File: config.mk
export PLATFORM = sky130hd
export DESIGN_NAME = adc_capture_ctrl
export DESIGN_NICKNAME = d
export VERILOG_FILES = /design/src/rtl/adc_cap_pkg.sv /design/src/rtl/adc_cap_packer.sv /design/src/rtl/adc_capture_ctrl.sv
export SDC_FILE = /design/constraint.sdc
export NUM_CORES = 1
export LEC_CHECK = 0
export ABC_AREA = 1
export BUFFER_PORTS_ARGS = -buffer_cell sky130_fd_sc_hd__buf_2
export CORE_MARGIN = 5
export CORE_UTILIZATION = 40
export CTS_BUF_LIST = sky130_fd_sc_hd__clkbuf_4 sky130_fd_sc_hd__clkbuf_8
export DETAILED_ROUTE_END_ITERATION = 6
export GPL_TIMING_DRIVEN = 1
export REMOVE_ABC_BUFFERS = 1
export SYNTH_ARGS = -nofsm -noshare
export SYNTH_HDL_FRONTEND = slang
export SYNTH_SLANG_ARGS = --single-unit
File: constraint.sdc
create_clock -name clk -period 4.2 [get_ports clk]
set_input_delay 0.84 -clock clk [delete_from_list [all_inputs] [get_ports clk]]
set_output_delay 0.84 -clock clk [all_outputs]
set_load 0.01 [all_outputs]
File: src/rtl/adc_cap_pkg.sv
// rtl/adc_cap_pkg.sv - shared types and constants for the ADC capture sequencer
package adc_cap_pkg;

  typedef enum logic [1:0] {
    ST_IDLE = 2'd0,
    ST_ARM  = 2'd1,
    ST_RUN  = 2'd2,
    ST_DONE = 2'd3
  } cap_state_e;

  // Control register bit positions
  localparam int unsigned CTRL_START = 0;
  localparam int unsigned CTRL_ABORT = 1;
  localparam int unsigned CTRL_CONT  = 2;
  localparam int unsigned CTRL_CLR   = 3;
  localparam int unsigned CTRL_TPAT  = 5;

  // Status register field positions
  localparam int unsigned STAT_BUSY     = 0;
  localparam int unsigned STAT_DONE     = 1;
  localparam int unsigned STAT_OVF      = 2;
  localparam int unsigned STAT_PFW      = 3;
  localparam int unsigned STAT_CONT     = 4;
  localparam int unsigned STAT_TPAT     = 5;
  localparam int unsigned STAT_WCNT_LSB = 12;

  localparam logic [7:0] FIFO_PAD = 8'h00;

  // DMA side expects the two 32-bit halves swapped behind an 8-bit pad
  function automatic logic [71:0] fifo_format(input logic [63:0] word);
    return {FIFO_PAD, word[31:0], word[63:32]};
  endfunction

endpackage

File: src/rtl/adc_cap_packer.sv
// rtl/adc_cap_packer.sv - packs four consecutive samples into one word
module adc_cap_packer #(
  parameter int DATA_W = 16
) (
  input  logic                  clk,
  input  logic                  reset,
  input  logic                  clr_i,
  input  logic                  accept_i,
  input  logic [DATA_W-1:0]     sample_i,
  output logic                  word_done_o,
  output logic [4*DATA_W-1:0]   word_o
);

  logic [1:0]          idx_q;
  logic [3*DATA_W-1:0] lanes_q;

  // Hold the first three samples; the fourth is taken straight from the input
  always_ff @(posedge clk or negedge reset) begin
    if (!reset) begin
      idx_q   <= 2'd0;
      lanes_q <= '0;
    end else if (clr_i) begin
      idx_q   <= 2'd0;
      lanes_q <= '0;
    end else if (accept_i) begin
      idx_q <= idx_q + 2'd1;
      case (idx_q)
        2'd0:    lanes_q[DATA_W-1:0]          <= sample_i;
        2'd1:    lanes_q[2*DATA_W-1:DATA_W]   <= sample_i;
        2'd2:    lanes_q[3*DATA_W-1:2*DATA_W] <= sample_i;
        default: ;
      endcase
    end
  end

  assign word_done_o = accept_i && (idx_q == 2'd3);
  assign word_o      = {sample_i, lanes_q};

endmodule

File: src/rtl/adc_capture_ctrl.sv
// rtl/adc_capture_ctrl.sv - burst capture sequencer into the DMA FIFO (option: ADC_CAP_TESTPAT_EN)
module adc_capture_ctrl
  import adc_cap_pkg::*;
#(
  parameter int DATA_W   = 16,
  parameter int LEN_W    = 20,
  parameter int IRQ_HOLD = 16
) (
  input  logic              clk,
  input  logic              reset,
  input  logic [DATA_W-1:0] sample_in,
  input  logic              sample_valid,
  input  logic [31:0]       ctrl_td,
  input  logic              ctrl_tv,
  input  logic [31:0]       len_td,
  input  logic              len_tv,
  output logic [31:0]       status_rd,
  output logic              status_rv,
  output logic              fifowr_en,
  output logic [71:0]       fifodin,
  input  logic              fifofull,
  input  logic              fifoprog_full,
  output logic              user_int_o
);

  localparam int IRQ_W = $clog2(IRQ_HOLD + 1);

  cap_state_e         state_q, state_d;
  logic [LEN_W-1:0]   len_q, wcnt_q;
  logic               cont_q, done_q, ovf_q, pfw_q;
  logic [IRQ_W-1:0]   irq_cnt_q;
  logic               fifowr_en_q, status_rv_q;
  logic [71:0]        fifodin_q;
  logic [31:0]        status_q, status_d;

  logic start_req, abort_req, clr_req;
  logic busy, arm_cyc, run_cyc, done_cyc, idle_start;
  logic accept, word_done, wr_ok, last_word, wrap;
  logic [DATA_W-1:0]   sample_mux;
  logic [4*DATA_W-1:0] word;
  logic unused_bits;

  assign start_req = ctrl_tv & ctrl_td[CTRL_START];
  assign abort_req = ctrl_tv & ctrl_td[CTRL_ABORT];
  assign clr_req   = ctrl_tv & ctrl_td[CTRL_CLR];

`ifdef ADC_CAP_TESTPAT_EN
  logic              tpat_q;
  logic [DATA_W-1:0] ramp_q;

  // Ramp restarts at zero on every arm so each burst begins at sample 0
  always_ff @(posedge clk or negedge reset) begin
    if (!reset)            ramp_q <= '0;
    else if (arm_cyc)      ramp_q <= '0;
    else if (sample_valid) ramp_q <= ramp_q + 1'b1;
  end

  // Test-pattern selection is latched with the start command
  always_ff @(posedge clk or negedge reset) begin
    if (!reset)          tpat_q <= 1'b0;
    else if (idle_start) tpat_q <= ctrl_td[CTRL_TPAT];
  end

  assign sample_mux  = tpat_q ? ramp_q : sample_in;
  assign unused_bits = ^{ctrl_td[31:6], ctrl_td[4], len_td[31:LEN_W]};
`else
  assign sample_mux  = sample_in;
  assign unused_bits = ^{ctrl_td[31:4], len_td[31:LEN_W]};
`endif

  assign accept    = run_cyc && sample_valid && !abort_req;
  assign wr_ok     = word_done && !fifofull;
  assign last_word = wr_ok && ((wcnt_q + LEN_W'(1)) == len_q);
  assign wrap      = last_word && cont_q;

  adc_cap_packer #(.DATA_W(DATA_W)) u_packer (
    .clk         (clk),
    .reset       (reset),
    .clr_i       (arm_cyc),
    .accept_i    (accept),
    .sample_i    (sample_mux),
    .word_done_o (word_done),
    .word_o      (word)
  );

  // FSM state register
  always_ff @(posedge clk or negedge reset) begin
    if (!reset) state_q <= ST_IDLE;
    else        state_q <= state_d;
  end

  // FSM next state; abort outranks start and end-of-burst
  always_comb begin
    state_d = state_q;
    case (state_q)
      ST_IDLE: if (start_req && !abort_req) state_d = (len_q == '0) ? ST_DONE : ST_ARM;
      ST_ARM:  state_d = abort_req ? ST_IDLE : ST_RUN;
      ST_RUN:  begin
        if (abort_req)                state_d = ST_IDLE;
        else if (last_word && !cont_q) state_d = ST_DONE;
      end
      ST_DONE: state_d = ST_IDLE;
      default: state_d = ST_IDLE;
    endcase
  end

  // FSM outputs decoded from the current state
  always_comb begin
    busy       = (state_q == ST_ARM) || (state_q == ST_RUN);
    arm_cyc    = (state_q == ST_ARM);
    run_cyc    = (state_q == ST_RUN);
    done_cyc   = (state_q == ST_DONE);
    idle_start = (state_q == ST_IDLE) && start_req && !abort_req;
  end

  // Burst configuration: length only while idle, mode latched at start
  always_ff @(posedge clk or negedge reset) begin
    if (!reset) begin
      len_q  <= '0;
      cont_q <= 1'b0;
    end else begin
      if (len_tv && state_q == ST_IDLE) len_q <= len_td[LEN_W-1:0];
      if (idle_start)                   cont_q <= ctrl_td[CTRL_CONT];
    end
  end

  // Written-word counter; dropped words never count
  always_ff @(posedge clk or negedge reset) begin
    if (!reset)          wcnt_q <= '0;
    else if (idle_start) wcnt_q <= '0;
    else if (wr_ok)      wcnt_q <= wrap ? '0 : wcnt_q + LEN_W'(1);
  end

  // Sticky status flags; a set in the same cycle as clear wins
  always_ff @(posedge clk or negedge reset) begin
    if (!reset) begin
      done_q <= 1'b0;
      ovf_q  <= 1'b0;
      pfw_q  <= 1'b0;
    end else begin
      if (clr_req) begin
        done_q <= 1'b0;
        ovf_q  <= 1'b0;
        pfw_q  <= 1'b0;
      end
      if (state_d == ST_DONE)        done_q <= 1'b1;
      if (word_done && fifofull)     ovf_q  <= 1'b1;
      if (run_cyc && fifoprog_full)  pfw_q  <= 1'b1;
    end
  end

  // FIFO write port, registered one cycle behind word completion
  always_ff @(posedge clk or negedge reset) begin
    if (!reset) begin
      fifowr_en_q <= 1'b0;
      fifodin_q   <= '0;
    end else begin
      fifowr_en_q <= wr_ok;
      if (wr_ok) fifodin_q <= fifo_format(word);
    end
  end

  // Interrupt hold counter, reloaded on every burst end
  always_ff @(posedge clk or negedge reset) begin
    if (!reset)                irq_cnt_q <= '0;
    else if (done_cyc || wrap) irq_cnt_q <= IRQ_W'(IRQ_HOLD);
    else if (irq_cnt_q != '0)  irq_cnt_q <= irq_cnt_q - IRQ_W'(1);
  end

  // Status word assembled from live state
  always_comb begin
    status_d                              = '0;
    status_d[STAT_BUSY]                   = busy;
    status_d[STAT_DONE]                   = done_q;
    status_d[STAT_OVF]                    = ovf_q;
    status_d[STAT_PFW]                    = pfw_q;
    status_d[STAT_CONT]                   = cont_q;
    status_d[STAT_WCNT_LSB +: LEN_W]      = wcnt_q;
`ifdef ADC_CAP_TESTPAT_EN
    status_d[STAT_TPAT]                   = tpat_q;
`endif
  end

  // Registered status snapshot
  always_ff @(posedge clk or negedge reset) begin
    if (!reset) begin
      status_q    <= '0;
      status_rv_q <= 1'b0;
    end else begin
      status_q    <= status_d;
      status_rv_q <= 1'b1;
    end
  end

  assign status_rd  = status_q;
  assign status_rv  = status_rv_q;
  assign fifowr_en  = fifowr_en_q;
  assign fifodin    = fifodin_q;
  assign user_int_o = (irq_cnt_q != '0);

endmodule

==> run summary, run 1 <==
Largest cells by area after synthesis: dfrtp_1 (58%), nand2_1 (10%), o21ai_0 (7.9%)
Fin nets: 1,164
CTS tree: yes
Met1 wire length: 9060 um
Simple-Gate Fraction of Synth Area: 19.3%
Synth Flop Type: dfrtp_1
GR Overflow Total: 0
Post-Synth XOR/XNOR Area: 1.28%
Drc violations: 0
Arrival time worst endpoint: 3380 ps
Setup_tns: 0 ps
Critical path class: reg -> reg
Drt first pass iters: 4
Hold Buf Count CTS: 0
Post-CTS Setup Bufs: 0
Distinct cells, synth: 36
Placeable Area: 20,300 sq um
Hold wc startpoint: done_q$_DFFE_PN0P_
GRT Util Overall: 16.2%
Area delta synth->final: 16.1%
Rows: 52
PostCTS Resize Cnt: 0
Power Density: 576 nW/um^2
Fin Clk Skew: 17.4 ps
Largest family of logic cells by synthesized area: simple AND/OR/NAND/NOR gates
Mapped Area: 8290 sq um
Slew @ Worst Pin: 1090 ps
Fin crit period: 3040 ps
Hold path cells: 0
Antenna Nets Post-Route: 0
Die ar.: 23,700 sq um
Worst R2R Path Depth: 15
DRT iter0 DRCs: 383
FFs w/ async S/R, synth: 100%
Syn. warnings: 0
Fmax: 329 MHz
RSZ-0062 raised after global routing: false
Clk Tree Root Cell: clkbuf_8
Max IR drop VDD: 0.261 mV
WP data required: 4540 ps
Status: finished clean
R2r setup slk: 1160 ps
Most frequent cell after synthesis: nand2_1
IO Port Bufs: 138
Biggest area consumer among synthesized cells: dfrtp_1
Synth top cells by count: nand2_1 (223), dfrtp_1 (192), o21ai_0 (130), inv_1 (123), nor2_1 (60)
Met3 Wirelength: 905 um
Clock insertion delay at the later pin of the skew report: 460 ps
Htree depth: 4
Endpoint class of the critical path: register
Post-Synth Adder-Cell Area: 1.81%
Via/cell ratio: 4.65
Largest net degree at the start of global routing: 130
Final Hold Fails: 0
GP Congestion: 0.889
Seq/Total Area, Yosys: 58.0%
Clk slew on worst S/H paths: 100 ps
Layout Utilization: 47.4%
Vias: 6,271
Avg Cell Area, Syn: 8.88 sq um
WL final: 18,900 um
Vias in the first global route: 6,135
Hold worst-path end: status_rd[1]$_DFF_PN0_
Fillers: 2,048
Max clock buf depth: 2
Fraction of layout cells with a size suffix above 1: 18.5%
Max Fanout on Critical Path: 22
Share of the clock period used by the worst path: 72.4%
Top Ports: 194
Seq cells post-synth: 192
Max-Cap Viols: 0
Endpoints failing setup: 0
Post-synthesis cell count: 933
Yosys top cell area share: 58.0%
Worst R2R End: irq_cnt_q[1]$_DFFE_PN0P_
DR top layer: met4
Die H: 154 um
DR WL/cell: 14.0 um
Initial antenna violation count: 0
Num CTS Buffers: 17
Worst r2r src: state_q[0]$_DFF_PN0_
Critical path launch point type: register
Starting Density: 40.8%
EDFF count, synth: 0
Met2 WL: 8730 um
Sink Count: 192
Final Max Slew Viols: 0
Die X: 154 um
Hold crit path type: reg -> reg
N_diodes: 0
P_leak: 5.01 nW
Mux cell area share after synthesis: 0.544%
Post-DP HPWL: 13,100 um
Synth Area in Compound Gates: 10.3%
Slew HR: 27.1%
First-pass GRT wire length: 31,400 um
worst max-delay path, cell delays in order, from the launching register on:
cell and delay, ps:
dfrtp_1 420, inv_1 140, ha_1 210, nand2_1 90
inv_1 60, nand3_1 50, nor2_1 310, nand3_1 140
nor2_1 100, nand2_1 60, nor2_1 110, nand2_1 70
nor2_2 110, nand4_2 580, nand2_1 390, a211oi_1 80
metal layers:
| layer | global-route usage [%] | vias to the layer above |
|---|---|---|
| met5 | 0 | - |
| li1 | - | 3202 |
| met2 | 25.9 | 151 |
| met1 | 23.0 | 2906 |
| met4 | 3.87 | 0 |
| met3 | 2.98 | 12 |
worst max path at each step:
| stage | startpoint | end | slack (ps) |
|---|---|---|---|
| 4_1_cts | state_q[0]$_DFF_PN0_ | irq_cnt_q[2]$_DFFE_PN0P_ | 1090 |
| 3_3_place_gp | ctrl_tv | irq_cnt_q[1]$_DFFE_PN0P_ | 920 |
| 6_report | state_q[0]$_DFF_PN0_ | irq_cnt_q[1]$_DFFE_PN0P_ | 1160 |
| 5_1_grt | state_q[0]$_DFF_PN0_ | irq_cnt_q[2]$_DFFE_PN0P_ | 740 |
| 3_5_place_dp | ctrl_tv | irq_cnt_q[2]$_DFFE_PN0P_ | 900 |
| 2_1_floorplan | sample_valid | wcnt_q[11]$_DFFE_PN0P_ | 430 |
final cells by class:
type	instances	area [sq um]	share of cell area [%]
inverters	125	470	4.89
repair buffers	147	779	8.11
clock buffers	18	241	2.51
multi-input cells	582	2810	29.3
clock inverters	14	169	1.76
flip-flops and latches	192	4800	50.0
well taps	270	338	3.51
flip-flops by register name, indices dropped and copies added (netlist names), 2 cells and up:
register / count
len_q: 20
status_rd: 25
irq_cnt_q: 5
wcnt_q: 20
fifodin: 64
u_packer.idx_q: 2
u_packer.lanes_q: 48
state_q: 2
report_power, final:
| group | switching (mW) | internal, mW | total (mW) |
|---|---|---|---|
| Clock | 0.696 | 0.558 | 1.25 |
| Sequential | 0.275 | 2.43 | 2.70 |
| Combinational | 0.986 | 0.595 | 1.58 |
| Total | 1.96 | 3.58 | 5.54 |
per-stage QoR:
step | area, sq um | hold slack [ps] | std cells | setup slack, ps | power, mW
after floorplan | 8090 | 354 | 899 | 431 | 3.72
after global placement | 9210 | 361 | 1316 | 919 | 4.30
after detailed placement | 9210 | 367 | 1316 | 903 | 4.35
after CTS | 9620 | 395 | 1348 | 1090 | 5.63
after global routing | 9620 | 403 | 1348 | 741 | 5.98
final | 9620 | 394 | 1348 | 1160 | 5.54
kinds of logic after synthesis:
| kind of cell | after synthesis |
|---|---|
| flops | 192 |
| xor+xnor | 9 |
| fa+ha+maj | 12 |
| mux | 4 |
| other cells | 2 |
| buf+inv | 173 |
| compound gates | 166 |
| simple gates | 375 |
placed cells by master, fill, tap and decap left out, types with 3 or more instances in the layout:
cell	synthesis	final
ha_1	12	12
nor2_1	60	60
xor2_1	6	6
o21ai_1	9	9
nand2_1	223	223
inv_6	0	5
nand4_1	23	23
nand3_1	49	49
a21oi_1	19	19
buf_4	15	8
nor2_2	6	6
buf_2	0	137
inv_1	123	122
conb_1	2	16
clkinv_4	0	4
mux2_2	4	4
nand2_2	3	3
o21ai_0	130	130
dfrtp_1	192	192
clkbuf_8	0	18
nor4_1	3	3
Power figures use the tool's default switching activity.
==> run 2: changes to the inputs <==
Settings changed: ABC_AREA 1 to 0.
Clock period 4.2 ns to 2.7 ns, I/O delays scaled along.
==> run 2 against run 1 <==
The run now ends with setup timing left; utilization is 1.6 points higher; total power up 23%; global-route usage grew 0.62 points; clock power increased by 49%; highest routed layer unchanged.
==> run summary, run 2 <==
Most frequent cell after synthesis: nand2_1 (unchanged)
Critical path launch point type: register (unchanged)
IO Port Bufs: 138 (unchanged)
Drt first pass iters: 4 (unchanged)
Largest stage delay on the critical path: 520 ps (was 580 ps)
Slew HR: 43.9% (was 27.1%)
DR WL/cell: 15.1 um (was 14.0 um)
Drc violations: 0 (unchanged)
Yosys top cell area share: 57.3% (was 58.0%)
Most common cell after layout, fill and taps aside: nand2_1 (unchanged)
Final Max Slew Viols: 0 (unchanged)
Die X: 155 um (was 154 um)
Fin Clk Skew: 21.4 ps (was 17.4 ps)
Clk pwr share: 27.2% (was 22.6%)
Biggest area consumer among synthesized cells: dfrtp_1 (unchanged)
FFs w/ async S/R, synth: 100% (unchanged)
Largest register FFs: 64 (unchanged)
Fraction of layout cells with a size suffix above 1: 27.0% (was 18.5%)
Mux cell area share after synthesis: 3.06% (was 0.544%)
Clk slew on worst S/H paths: 100 ps (about the same)
Status: finished, violations left (was finished clean)
Non-Filler Instances: 1,326 (was 1,348)
Die ar.: 23,900 sq um (was 23,700 sq um)
Fmax: 361 MHz (was 329 MHz)
Slew @ Worst Pin: 842 ps (was 1090 ps)
Largest cells by area after synthesis: dfrtp_1 (57%), nand2_1 (14%), a21oi_1 (3.4%) (was dfrtp_1 (58%), nand2_1 (10%), o21ai_0 (7.9%))
First-pass GRT wire length: 32,400 um (was 31,400 um)
Arrival time worst endpoint: 3140 ps (was 3380 ps)
Fin nets: 1,137 (was 1,164)
Dpl cells: 1,283 (was 1,316)
GR Overflow Total: 0 (unchanged)
Post-Synth XOR/XNOR Area: 5.23% (was 1.28%)
Crit-path slowest cell: or4bb_1 (was nand4_2)
Synth Flop Type: dfrtp_1 (unchanged)
Post-Synth Adder-Cell Area: 1.79% (was 1.81%)
Max-Cap Viols: 0 (unchanged)
Worst R2R Path Depth: 9 (was 15)
Vias in the first global route: 6,256 (was 6,135)
Top Ports: 194 (unchanged)
Distinct cells, synth: 55 (was 36)
Placeable Area: 20,800 sq um (was 20,300 sq um)
Starting Density: 40.2% (was 40.8%)
Hold crit path type: in -> async (was reg -> reg)
Pwr Total: 6.83 mW (was 5.54 mW)
CTS tree: yes (unchanged)
CP top delay family: simple AND/OR/NAND/NOR gates (unchanged)
Worst hold margin: 36.0 ps (was 394 ps)
Simple-Gate Fraction of Synth Area: 22.3% (was 19.3%)
Fin crit period: 2770 ps (was 3040 ps)
WP data required: 3060 ps (was 4540 ps)
Seq cells post-synth: 192 (unchanged)
Failing checks: setup timing
Post-synthesis cell count: 867 (was 933)
Combinational power share: 21.0% (was 28.5%)
GRT Util Overall: 16.8% (was 16.2%)
Endpoint class of the critical path: register (unchanged)
Net switching power figure: 2.14 mW (was 1.96 mW)
Int Pwr: 4.70 mW (was 3.58 mW)
Initial antenna violation count: 0 (unchanged)
Endpoints failing setup: 24 (was 0)
Die H: 155 um (was 154 um)
Storage cell area: 4810 sq um (was 4800 sq um)
Via/cell ratio: 4.80 (was 4.65)
Sink Count: 192 (unchanged)
Stages on worst setup path: 9 (was 15)
Syn. warnings: 0 (unchanged)
GP Congestion: 0.866 (was 0.889)
Vias: 6,364 (was 6,271)
Sequential Power Share: 51.8% (was 48.8%)
Seq/Total Area, Yosys: 57.3% (was 58.0%)
P_leak: 5.29 nW (was 5.01 nW)
Clk Tree Root Cell: clkbuf_8 (unchanged)
Max Fanout on Critical Path: 9 (was 22)
Hold Buf Count CTS: 0 (unchanged)
EDFF count, synth: 0 (unchanged)
Rows: 53 (was 52)
Setup WS post-layout: -71.4 ps (was 1160 ps)
Sw frac: 31.3% (was 35.3%)
Mapped Area: 8380 sq um (was 8290 sq um)
Area of the multi-input gates: 3370 sq um (was 2810 sq um)
Post-DP HPWL: 13,300 um (was 13,100 um)
Num CTS Buffers: 17 (unchanged)
Htree depth: 4 (unchanged)
Avg Cell Area, Syn: 9.67 sq um (was 8.88 sq um)
Setup_tns: -1230 ps (was 0 ps)
Clock insertion delay at the later pin of the skew report: 470 ps (was 460 ps)
Commonest cells after routing, fill and taps aside: nand2_1 (311), dfrtp_1 (190), buf_2 (137) (was nand2_1 (223), dfrtp_1 (192), buf_2 (137))
Max IR drop VDD: 0.385 mV (was 0.261 mV)
WL final: 20,100 um (was 18,900 um)
Share of the clock period used by the worst path: 103% (was 72.4%)
Area delta synth->final: 21.5% (was 16.1%)
DRT iter0 DRCs: 413 (was 383)
Largest family of logic cells by synthesized area: simple AND/OR/NAND/NOR gates (unchanged)
Critical path class: reg -> reg (unchanged)
Setup WS pre-CTS: -124 ps (was 903 ps)
Antenna Nets Post-Route: 0 (unchanged)
Synth top cells by count: nand2_1 (311), dfrtp_1 (192), a21oi_1 (57), nor2_1 (45), clkbuf_1 (35) (was nand2_1 (223), dfrtp_1 (192), o21ai_0 (130), inv_1 (123), nor2_1 (60))
Fillers: 2,006 (was 2,048)
N_diodes: 0 (unchanged)
Critical path buffers and inverters: 1 (was 2)
Power Density: 671 nW/um^2 (was 576 nW/um^2)
Final Hold Fails: 0 (unchanged)
Largest net degree at the start of global routing: 73 (was 130)
Max clock buf depth: 2 (unchanged)
CP Cell Sequence: nand3_4 -> nor4_4 -> nand4_1 -> xnor2_2 -> or4bb_1 -> nor3_2 -> or2_4 -> clkbuf_16 -> nor2_1 (was inv_1 -> ha_1 -> nand2_1 -> inv_1 -> nand3_1 -> nor2_1 -> nand3_1 -> nor2_1 -> nand2_1 -> nor2_1 -> nand2_1 -> nor2_2 -> nand4_2 -> nand2_1 -> a211oi_1)
RSZ-0062 raised after global routing: true (was false)
Synth Area in Compound Gates: 5.66% (was 10.3%)
## run 2: logic make-up (layout without fill, tap and decap cells)
logic type                 count (synthesis)  after routing
xor gates and xnor gates                  50             50
other                                      2             16
DFF                                      192            192
muxes                                     23             23
AOI/OAI and AO/OA                         83             83
adders and majority gates                 12             12
buffers and inverters                     73            243
and+or+nand+nor                          432            432
## run 2: worst reg2reg max path, cell delays in order (launching register included)
cell,delay [ps]
dfrtp_1,460
nand3_4,180
nor4_4,370
nand4_1,230
xnor2_2,230
or4bb_1,520
nor3_2,260
or2_4,210
clkbuf_16,160
nor2_1,50
## run 2: cell type report
class | instances | area share [%]
sequential | 192 | 47.2
multi-input combinational | 616 | 33.0
timing repair buffer | 201 | 12.3
tap | 275 | 3.38
clock buffer | 20 | 2.52
clock inverter | 12 | 1.23
inverter | 10 | 0.369
## run 2: what timing repair did
action | in CTS | in global routing
setup buffers | 2 | 8
resized for setup | 9 | 21
setup endpoints to repair | 27 | 28
pin swaps | 4 | 14
cloned | 0 | 1
## run 2: power by group through the flow
stage / clock network (mW) / registers (mW) / logic [mW]
global route: 2.03 / 3.59 / 1.61
global placement: 0 / 3.58 / 1.36
finish: 1.86 / 3.54 / 1.44
detailed placement: 0 / 3.60 / 1.38
CTS: 1.91 / 3.54 / 1.40
floorplan: 0 / 3.53 / 0.930
## run 2: final timing paths
check	startpoint	endpoint	slack [ps]
min in group clk	len_td[6]	len_q[6]$_DFFE_PN0P_	290
max	wcnt_q[5]$_DFFE_PN0P_	wcnt_q[10]$_DFFE_PN0P_	-70
max reg2reg	wcnt_q[5]$_DFFE_PN0P_	wcnt_q[10]$_DFFE_PN0P_	-70
max in group asynchronous	reset	wcnt_q[8]$_DFFE_PN0P_	1940
min	reset	fifodin[47]$_DFFE_PN0P_	40
min reg2reg	ovf_q$_DFFE_PN0P_	status_rd[2]$_DFF_PN0_	370
## run 2: metal layers
metal / up-vias / part of all wire (%) / track usage [%]
li1: 3127 / - / -
met1: 3043 / 47 / 22.9
met2: 161 / 46 / 26.8
met3: 33 / 5.0 / 3.64
met4: 0 / 2.3 / 5.76
met5: - / 0 / 0
## run 2: through the flow
step                cell area (sq um)  utilization, %
floorplan                        8090               -
global placement                 9550            45.9
detailed placement               9550            45.9
CTS                             10000            48.0
global route                    10200            48.9
finish                          10200            48.9
